**src/rtl/upcnt_pkg.sv**
```systemverilog
// Shared types and helpers for the synchronous up counter (sync_up_counter).
package upcnt_pkg;

  localparam int DEFAULT_WIDTH = 4;
  localparam int MAX_WIDTH     = 16;

  typedef enum logic [1:0] {
    ST_IDLE = 2'd0,
    ST_RUN  = 2'd1,
    ST_DONE = 2'd2
  } state_e;

  // Loads above the terminal count saturate so no value above MAX is ever stored.
  function automatic logic [MAX_WIDTH-1:0] clamp_to_max(
    input logic [MAX_WIDTH-1:0] value,
    input logic [MAX_WIDTH-1:0] max
  );
    return (value > max) ? max : value;
  endfunction

endpackage

```
**src/rtl/upcnt_if.sv**
```systemverilog
// Control/status bundle of sync_up_counter; master drives controls, slave is the counter.
interface upcnt_if
  import upcnt_pkg::*;
#(
  parameter int WIDTH = DEFAULT_WIDTH
);

  logic             en;
  logic             start;
  logic             one_shot;
  logic             load;
  logic [WIDTH-1:0] load_val;
  logic [WIDTH-1:0] count;
  logic             tc;
  logic             wrap;
  logic             busy;
  logic             done;

  modport master (
    output en, start, one_shot, load, load_val,
    input  count, tc, wrap, busy, done
  );

  modport slave (
    input  en, start, one_shot, load, load_val,
    output count, tc, wrap, busy, done
  );

endinterface

```
**src/rtl/upcnt_prescaler.sv**
```systemverilog
// Enable divisor for sync_up_counter: tick once every PRESCALE enabled cycles.
module upcnt_prescaler #(
  parameter int PRESCALE = 1
) (
  input  logic clk,
  input  logic rst,
  input  logic en,
  input  logic clr,
  output logic tick
);

  localparam int            CW   = (PRESCALE > 1) ? $clog2(PRESCALE) : 1;
  localparam logic [CW-1:0] LAST = CW'(PRESCALE - 1);

  logic [CW-1:0] cnt;

  assign tick = en && (cnt == LAST);

  always_ff @(posedge clk) begin
    if (!rst || clr) begin
      cnt <= '0;
    end else if (en) begin
      cnt <= tick ? '0 : cnt + CW'(1);
    end
  end

endmodule

```
**src/rtl/sync_up_counter.sv**
```systemverilog
// Synchronous up counter 0..MAX with load, one-shot/free-run and wrap/tc/done flags.
// Optional enable prescaler is built when UPCNT_PRESCALE_EN is defined.
module sync_up_counter
  import upcnt_pkg::*;
#(
  parameter int WIDTH    = DEFAULT_WIDTH,
  parameter int MAX      = (1 << WIDTH) - 1,
  parameter int PRESCALE = 1
) (
  input logic   clk,
  input logic   rst,
  upcnt_if.slave bus
);

  localparam logic [1:0]       IDLE  = ST_IDLE;
  localparam logic [1:0]       RUN   = ST_RUN;
  localparam logic [1:0]       DONE  = ST_DONE;
  localparam logic [WIDTH-1:0] MAX_V = WIDTH'(MAX);

  if (WIDTH < 1 || WIDTH > MAX_WIDTH || MAX < 1 || MAX > (1 << WIDTH) - 1 || PRESCALE < 1)
  begin : g_bad_params
    $error("sync_up_counter: illegal WIDTH/MAX/PRESCALE combination");
  end

  logic [1:0]       state_q;
  logic [WIDTH-1:0] count_q;
  logic             wrap_q;
  logic [WIDTH-1:0] load_clamped;
  logic             inc;

  assign load_clamped = WIDTH'(clamp_to_max(MAX_WIDTH'(bus.load_val), MAX_WIDTH'(MAX)));

`ifdef UPCNT_PRESCALE_EN
  logic tick;

  upcnt_prescaler #(
    .PRESCALE (PRESCALE)
  ) u_prescaler (
    .clk  (clk),
    .rst  (rst),
    .en   (bus.en),
    .clr  (bus.load | bus.start),
    .tick (tick)
  );

  // tick is already qualified by en inside the prescaler.
  assign inc = tick;
`else
  assign inc = bus.en;
`endif

  // NOTE: state is updated with non-blocking assignments so every register
  // samples pre-edge values regardless of statement order.
  always_ff @(posedge clk) begin
    if (!rst) begin
      count_q <= '0;
      state_q <= IDLE;
      wrap_q  <= 1'b0;
    end else begin
      wrap_q <= 1'b0;
      if (bus.load) begin
        count_q <= load_clamped;
      end else if (bus.start && state_q != RUN) begin
        if (state_q == DONE) count_q <= '0;
        state_q <= RUN;
      end else if (state_q == RUN && inc) begin
        if (count_q == MAX_V) begin
          if (bus.one_shot) begin
            state_q <= DONE;
          end else begin
            count_q <= '0;
            wrap_q  <= 1'b1;
          end
        end else begin
          count_q <= count_q + WIDTH'(1);
        end
      end
    end
  end

  assign bus.count = count_q;
  assign bus.wrap  = wrap_q;
  assign bus.tc    = (count_q == MAX_V);
  assign bus.busy  = (state_q == RUN);
  assign bus.done  = (state_q == DONE);

endmodule
```
**src/flat_wrapper.sv**
```systemverilog
// flat-port wrapper written by rule: the top's interface ports become plain ports
module sync_up_counter_flat import upcnt_pkg::*;
#(
  parameter int WIDTH    = DEFAULT_WIDTH,
  parameter int MAX      = (1 << WIDTH) - 1,
  parameter int PRESCALE = 1
)
  (clk, rst, bus_en, bus_start, bus_one_shot, bus_load, bus_load_val, bus_count, bus_tc, bus_wrap, bus_busy, bus_done);
  upcnt_if #(.WIDTH(WIDTH)) bus_i ();
  input logic clk;
  input logic rst;
  input wire logic [$bits(bus_i.en)-1:0] bus_en;
  input wire logic [$bits(bus_i.start)-1:0] bus_start;
  input wire logic [$bits(bus_i.one_shot)-1:0] bus_one_shot;
  input wire logic [$bits(bus_i.load)-1:0] bus_load;
  input wire logic [$bits(bus_i.load_val)-1:0] bus_load_val;
  output wire logic [$bits(bus_i.count)-1:0] bus_count;
  output wire logic [$bits(bus_i.tc)-1:0] bus_tc;
  output wire logic [$bits(bus_i.wrap)-1:0] bus_wrap;
  output wire logic [$bits(bus_i.busy)-1:0] bus_busy;
  output wire logic [$bits(bus_i.done)-1:0] bus_done;
  assign bus_i.en = bus_en;
  assign bus_i.start = bus_start;
  assign bus_i.one_shot = bus_one_shot;
  assign bus_i.load = bus_load;
  assign bus_i.load_val = bus_load_val;
  assign bus_count = bus_i.count;
  assign bus_tc = bus_i.tc;
  assign bus_wrap = bus_i.wrap;
  assign bus_busy = bus_i.busy;
  assign bus_done = bus_i.done;
  sync_up_counter #(.WIDTH(WIDTH), .MAX(MAX), .PRESCALE(PRESCALE)) u_core (.clk(clk), .rst(rst), .bus(bus_i));
endmodule
```
**config.mk**
```make
export PLATFORM = sky130hd
export DESIGN_NAME = sync_up_counter_flat
export DESIGN_NICKNAME = d
export VERILOG_FILES = /design/src/rtl/upcnt_pkg.sv /design/src/rtl/upcnt_if.sv /design/src/rtl/upcnt_prescaler.sv /design/src/rtl/sync_up_counter.sv /design/src/flat_wrapper.sv
export SDC_FILE = /design/constraint.sdc
export NUM_CORES = 1
export LEC_CHECK = 0
export ABC_AREA = 0
export BUFFER_PORTS_ARGS = -buffer_cell sky130_fd_sc_hd__buf_4
export CAP_MARGIN = 15
export CORE_AREA = 4 4 41 43
export CTS_BUF_LIST = sky130_fd_sc_hd__clkbuf_8
export CTS_CLUSTER_DIAMETER = 150
export DETAILED_ROUTE_END_ITERATION = 10
export DIE_AREA = 0 0 45 47
export PLACE_DENSITY = 0.65
export SLEW_MARGIN = 15
export SYNTH_ARGS = -nofsm -noshare
export SYNTH_HDL_FRONTEND = slang
export SYNTH_SLANG_ARGS = --single-unit
```
**constraint.sdc**
```tcl
create_clock -name clk -period 2.2 [get_ports clk]
set_input_delay 0.11 -clock clk [delete_from_list [all_inputs] [get_ports clk]]
set_output_delay 0.11 -clock clk [all_outputs]
set_load 0.05 [all_outputs]
```
### After elaboration in Yosys (flattened, before gate mapping)

Index checks and enable logic that the tools add are counted.

* register bits after elaboration: 7
* bits of input ports: 10

* add/sub/neg operators: 1
* equality and inequality tests: 6
* multiplexer cells: 11
* bitwise logic cells: 4
* reduce and logical (&&, ||, !) cells: 9

Operators with widths (count)
* $mux W4: 6
* $mux W2: 4
* $reduce_bool A2 Y1: 3
* $reduce_or A5 Y1: 1
* $add A4 B1 Y4 const B: 1
* $eq A4 B4 Y1 const B: 1
* $ne A4 B3 Y1 const B: 1
* $not A1 Y1: 4
* $reduce_and A4 Y1: 1
* $ne A3 B3 Y1 const B: 1
* $reduce_and A3 Y1: 1
* $reduce_bool A3 Y1: 1
* $eq A2 B1 Y1 const B: 1
* $eq A2 B2 Y1 const B: 1
* $logic_and A1 B1 Y1: 2
* $ne A2 B1 Y1 const B: 1
* $mux W1: 1

### Logic depth before layout (Yosys ltp)

* word-level depth: 5
* mapped depth: 6
* mapped depth without buffers: 6

### Worst setup path after synthesis

OpenSTA, ideal clock, no wires.

* kind: flip-flop to flip-flop
* from: reg u_core.count_q[0] (netlist: u_core.bus.count[0])
* to: reg u_core.count_q[0] (netlist: u_core.bus.count[0])
* arrival: 1752 ps
* path slack: 325 ps
* cell stages (with the launch flop): 7
* path buffers: 0
* period minus slack after synthesis: 1875 ps
* path through: dfxtp_1 > ha_1 > nand3_1 > inv_1 > nor2_1 > a22oi_1 > a21oi_1

* cells in the longest elaborated chain, start to end: 5
* elaborated cells on any way between the ends: 8
* those cells by class: 1 x add/sub; 2 x eq/ne; 4 x mux; 1 x reduce/logical

Ends and longest elaborated chain
* start: declaration: RTL line sync_up_counter.sv:26 `logic [WIDTH-1:0] count_q;`
* start signal: assignment: RTL line sync_up_counter.sv:62 `count_q <= load_clamped;`
* start signal: assignment: RTL line sync_up_counter.sv:75 `count_q <= count_q + WIDTH'(1);`
* $eq A4 B4 Y1 (*)
* net bus_tc: RTL line flat_wrapper.sv:18 `output wire logic [$bits(bus_i.tc)-1:0] bus_tc;`
* $mux W4: RTL line sync_up_counter.sv:67 `if (count_q == MAX_V) begin`
* $mux W4: RTL line sync_up_counter.sv:66 `end else if (state_q == RUN && inc) begin`
* $mux W4: RTL line sync_up_counter.sv:63 `end else if (bus.start && state_q != RUN) begin`
* $mux W4: RTL line sync_up_counter.sv:61 `if (bus.load) begin`

Mark *: on every way through the listed nets, which the timed path passes. The rest lies on a longest branch. The select of a mux whose other input is x is not followed.
A chain may end at the register's enable or synchronous reset.

### Final worst setup path

* from: reg u_core.count_q[0] (netlist: u_core.bus.count[0])
* to: reg u_core.count_q[3] (netlist: u_core.bus.count[3])

* cells in the longest elaborated chain, start to end: 5
* elaborated cells on any way between the ends: 8
* those cells by class: 1 x add/sub; 2 x eq/ne; 4 x mux; 1 x reduce/logical

Ends and longest elaborated chain (RTL line)
* $add A4 B1 Y4 or $eq A4 B4 Y1 (tied branches): sync_up_counter.sv:75, sync_up_counter.sv:67
* $mux W4: sync_up_counter.sv:67
* $mux W4: sync_up_counter.sv:66
* $mux W4: sync_up_counter.sv:63
* $mux W4: sync_up_counter.sv:61

Parallel ways exist; a longest one is shown, timed or not. The select of a mux whose other input is x is not followed.

==> results by group <==
Clock tree
  • Post-CTS repair timing setup buffer count: 0
  • Clk sink count: 7
  • Clk_lat worst skew: roughly 230 ps
  • Post-CTS sizing: 0
  • H-tree depth: 1
  • Clock transition at path regs: about 40 ps
  • Root Driver: clkbuf_8
  • Clock tree from TritonCTS: yes
  • Hold buffers post-CTS: 0
  • CTS Buf Count: 3
  • CTS Buffer Depth: 2

Pwr
  • Pwr Density: 698 mW/mm²
  • Cell internal pwr: 289 µW
  • Sw power: about 120 µW
  • Clock Power Share: 0.440
  • Leakage: 0.265 nW
  • Worst VDD drop: between 0.3 and 0.4 mV
  • Combinational share of power: 0.206
  • Switching share of power: 0.289
  • Seq pwr share: 0.354

Timing
  • Worst slew pin tran: 512 ps
  • Slew Viols, Final: 0
  • Rel. slew slack: 0.656
  • Fmax: between 0.6 and 0.7 GHz
  • Unrepaired setup endpoints after global routing: no
  • Period utilization: 0.692
  • Final WS setup: slightly below 700 ps
  • Setup skew after layout: approximately 1.9 ps
  • Post-route minimum period: 1520 ps
  • Worst hold margin: ~73 ps
  • Hold Vio Cnt, Final: 0
  • Setup_tns: 0 ps
  • Final setup violation count: 0

Place
  • DP Area: ~540 µm²
  • DPL Wire Length: just under 800 µm
  • Routability cong.: around 0.83
  • Pre-CTS setup slack: 687 ps
  • I/O Buffers: 17

Min path
  • Worst Hold Class: input pin to register

Cells and area
  • Ant. Diodes: 0
  • Design Area, Final: 582 µm²
  • Share of cells above drive strength 1: 0.343
  • Multi-input gate area: 228 µm²
  • Final Util: 0.447
  • Synth-to-Final Area Change: 47.2%
  • Nets@finish: ~80
  • Register area: about 140 µm²
  • Fillers: approximately 150

Synth
  • Cells after synthesis: 47
  • Syn. warnings: 0
  • Net Count, Synth: between 50 and 60
  • Post-Syn Area per Cell: around 8.4 µm²
  • Flops & latches, synth: 7
  • Post-synthesis cell area: slightly below 400 µm²
  • Yosys cell types: 25
  • Area share of the largest cell type after synthesis: 0.354
  • Ranking of synthesized cells by area: dfxtp_1 (35%), a21oi_1 (7.6%), inv_1 (5.7%), a32oi_1 (4.4%), o21ai_1 (3.8%)
  • Register area share after synthesis: 0.354
  • Cell taking the most area after synthesis: dfxtp_1

Run
  • Max_cap viols: 0

Critical path
  • Path type of the worst setup path: register to register
  • Critical path arrival: 1630 ps
  • Element type at the critical path start: register
  • Endpoint class of the critical path: register
  • Worst Path Max Fanout: 5
  • Worst EP required: about 2300 ps

Floorplan
  • Chip width: ~45 µm
  • FP Rows: 13
  • Starting Density: 0.304
  • Die height: 47 µm
  • Core footprint: ~0.0013 mm²
  • Die area: roughly 0.0021 mm²
  • I/O Pins: 18

Routing
  • Routed vias: 426
  • WL/cell: 12.7 µm
  • Total Wirelength: 1040 µm
  • DRC: 0
  • Final ANT Viol Nets: 0
  • Initial DRT Pass Iterations: 4
  • Vias per inst: ~5.2
  • First DRT Iteration DRCs: 7

Outcome
  • Status: complete, no violations

GRT
  • Largest net degree at the start of global routing: 10
  • Initial antenna violation count: 0
  • Grt total ovfl: 0
  • First-pass GRT wire length: approximately 1800 µm
  • Gr usage total: 0.121
  • Vias in the first global route: just over 400
## area by class of cell
type                            count  share of cell area
Clock buffer                        3              0.0710
Clock inverter                      1             0.00645
Inverter                            6              0.0387
Multi-Input combinational cell     33               0.391
Sequential cell                     7               0.241
Tap cell                           15              0.0323
Timing Repair Buffer               17               0.219
## cells by family (layout without fill, tap and decap cells)
group | count (synthesis) | in the layout | synth area share
AOI/OAI and AO/OA | 17 | 17 | 0.297
and+or+nand+nor | 14 | 14 | 0.225
DFF | 7 | 7 | 0.354
buffers and inverters | 7 | 27 | 0.0696
adders and majority gates | 1 | 1 | 0.0316
xor gates and xnor gates | 1 | 1 | 0.0222
## registers in the layout (all words and copies together) (netlist names)
register          count
u_core.bus.count      4
u_core.state_q        2
u_core.bus.wrap       1
## metal layers
metal	GRT usage	up-vias	part of all wire
met5	0	-	0
met1	0.144	189	0.46
li1	-	215	-
met2	0.184	19	0.41
met3	0.0383	3	0.10
met4	0.0877	0	0.028
## path summary, 6_finish.rpt
kind,startpoint,to,slack (ps),cells past startpoint
worst min register to register,u_core.state_q[1],u_core.state_q[1],510,2
worst max register to register,u_core.bus.count[0],u_core.bus.count[3],680,5
worst min-delay path,bus_one_shot,u_core.bus.wrap,70,2
worst max-delay path,u_core.bus.count[0],u_core.bus.count[3],680,5
## placed cells by master (no fill, tap or decap), drive strengths merged
cell and instances:
inv 7, nand2b 2, nand3 2, nor2 2, a32oi 2, nor4 1
nor3b 1, a22oi 1, a21oi 6, and2b 1, a221oi 1, nor2b 1
ha 1, dfxtp 7, a311o 1, clkbuf 3, o21ai 4, nand4 1
xnor2 1, buf 17, and3b 1, o32ai 1, nand2 2, a311oi 1
## metrics by stage
step | cells | power, mW
final | 82 | 0.406
after global routing | 82 | 0.430
after CTS | 82 | 0.411
after detailed placement | 78 | 0.228
after global placement | 78 | 0.228
after floorplan | 47 | 0.196
## critical path, stage by stage (launching register included)
cell and delay, ps:
dfxtp_1 390, ha_1 240, nand4_1 150, a311o_1 440, o21ai_1 130, a21oi_1 50
## synthesized netlist by cell type
master    n
a21oi_1   6
a221oi_1  1
a22oi_1   1
a311o_1   1
a311oi_2  1
a32oi_1   2
and2b_2   1
and3b_1   1
buf_2     1
dfxtp_1   7
ha_1      1
inv_1     6
nand2_1   2
nand2b_1  1
nand2b_4  1
nand3_1   2
nand4_1   1
nor2_1    2
nor2b_1   1
nor3b_1   1
nor4_1    1
o21ai_0   1
o21ai_1   3
o32ai_1   1
xnor2_1   1
## power by group through the flow
stage | clock network [mW] | logic [mW] | registers [mW]
floorplan | 0 | 0.0328 | 0.163
CTS | 0.183 | 0.0843 | 0.144
finish | 0.179 | 0.0837 | 0.144
global placement | 0 | 0.0828 | 0.145
detailed placement | 0 | 0.0824 | 0.146
global route | 0.194 | 0.0908 | 0.145
Power figures use the tool's default switching activity.
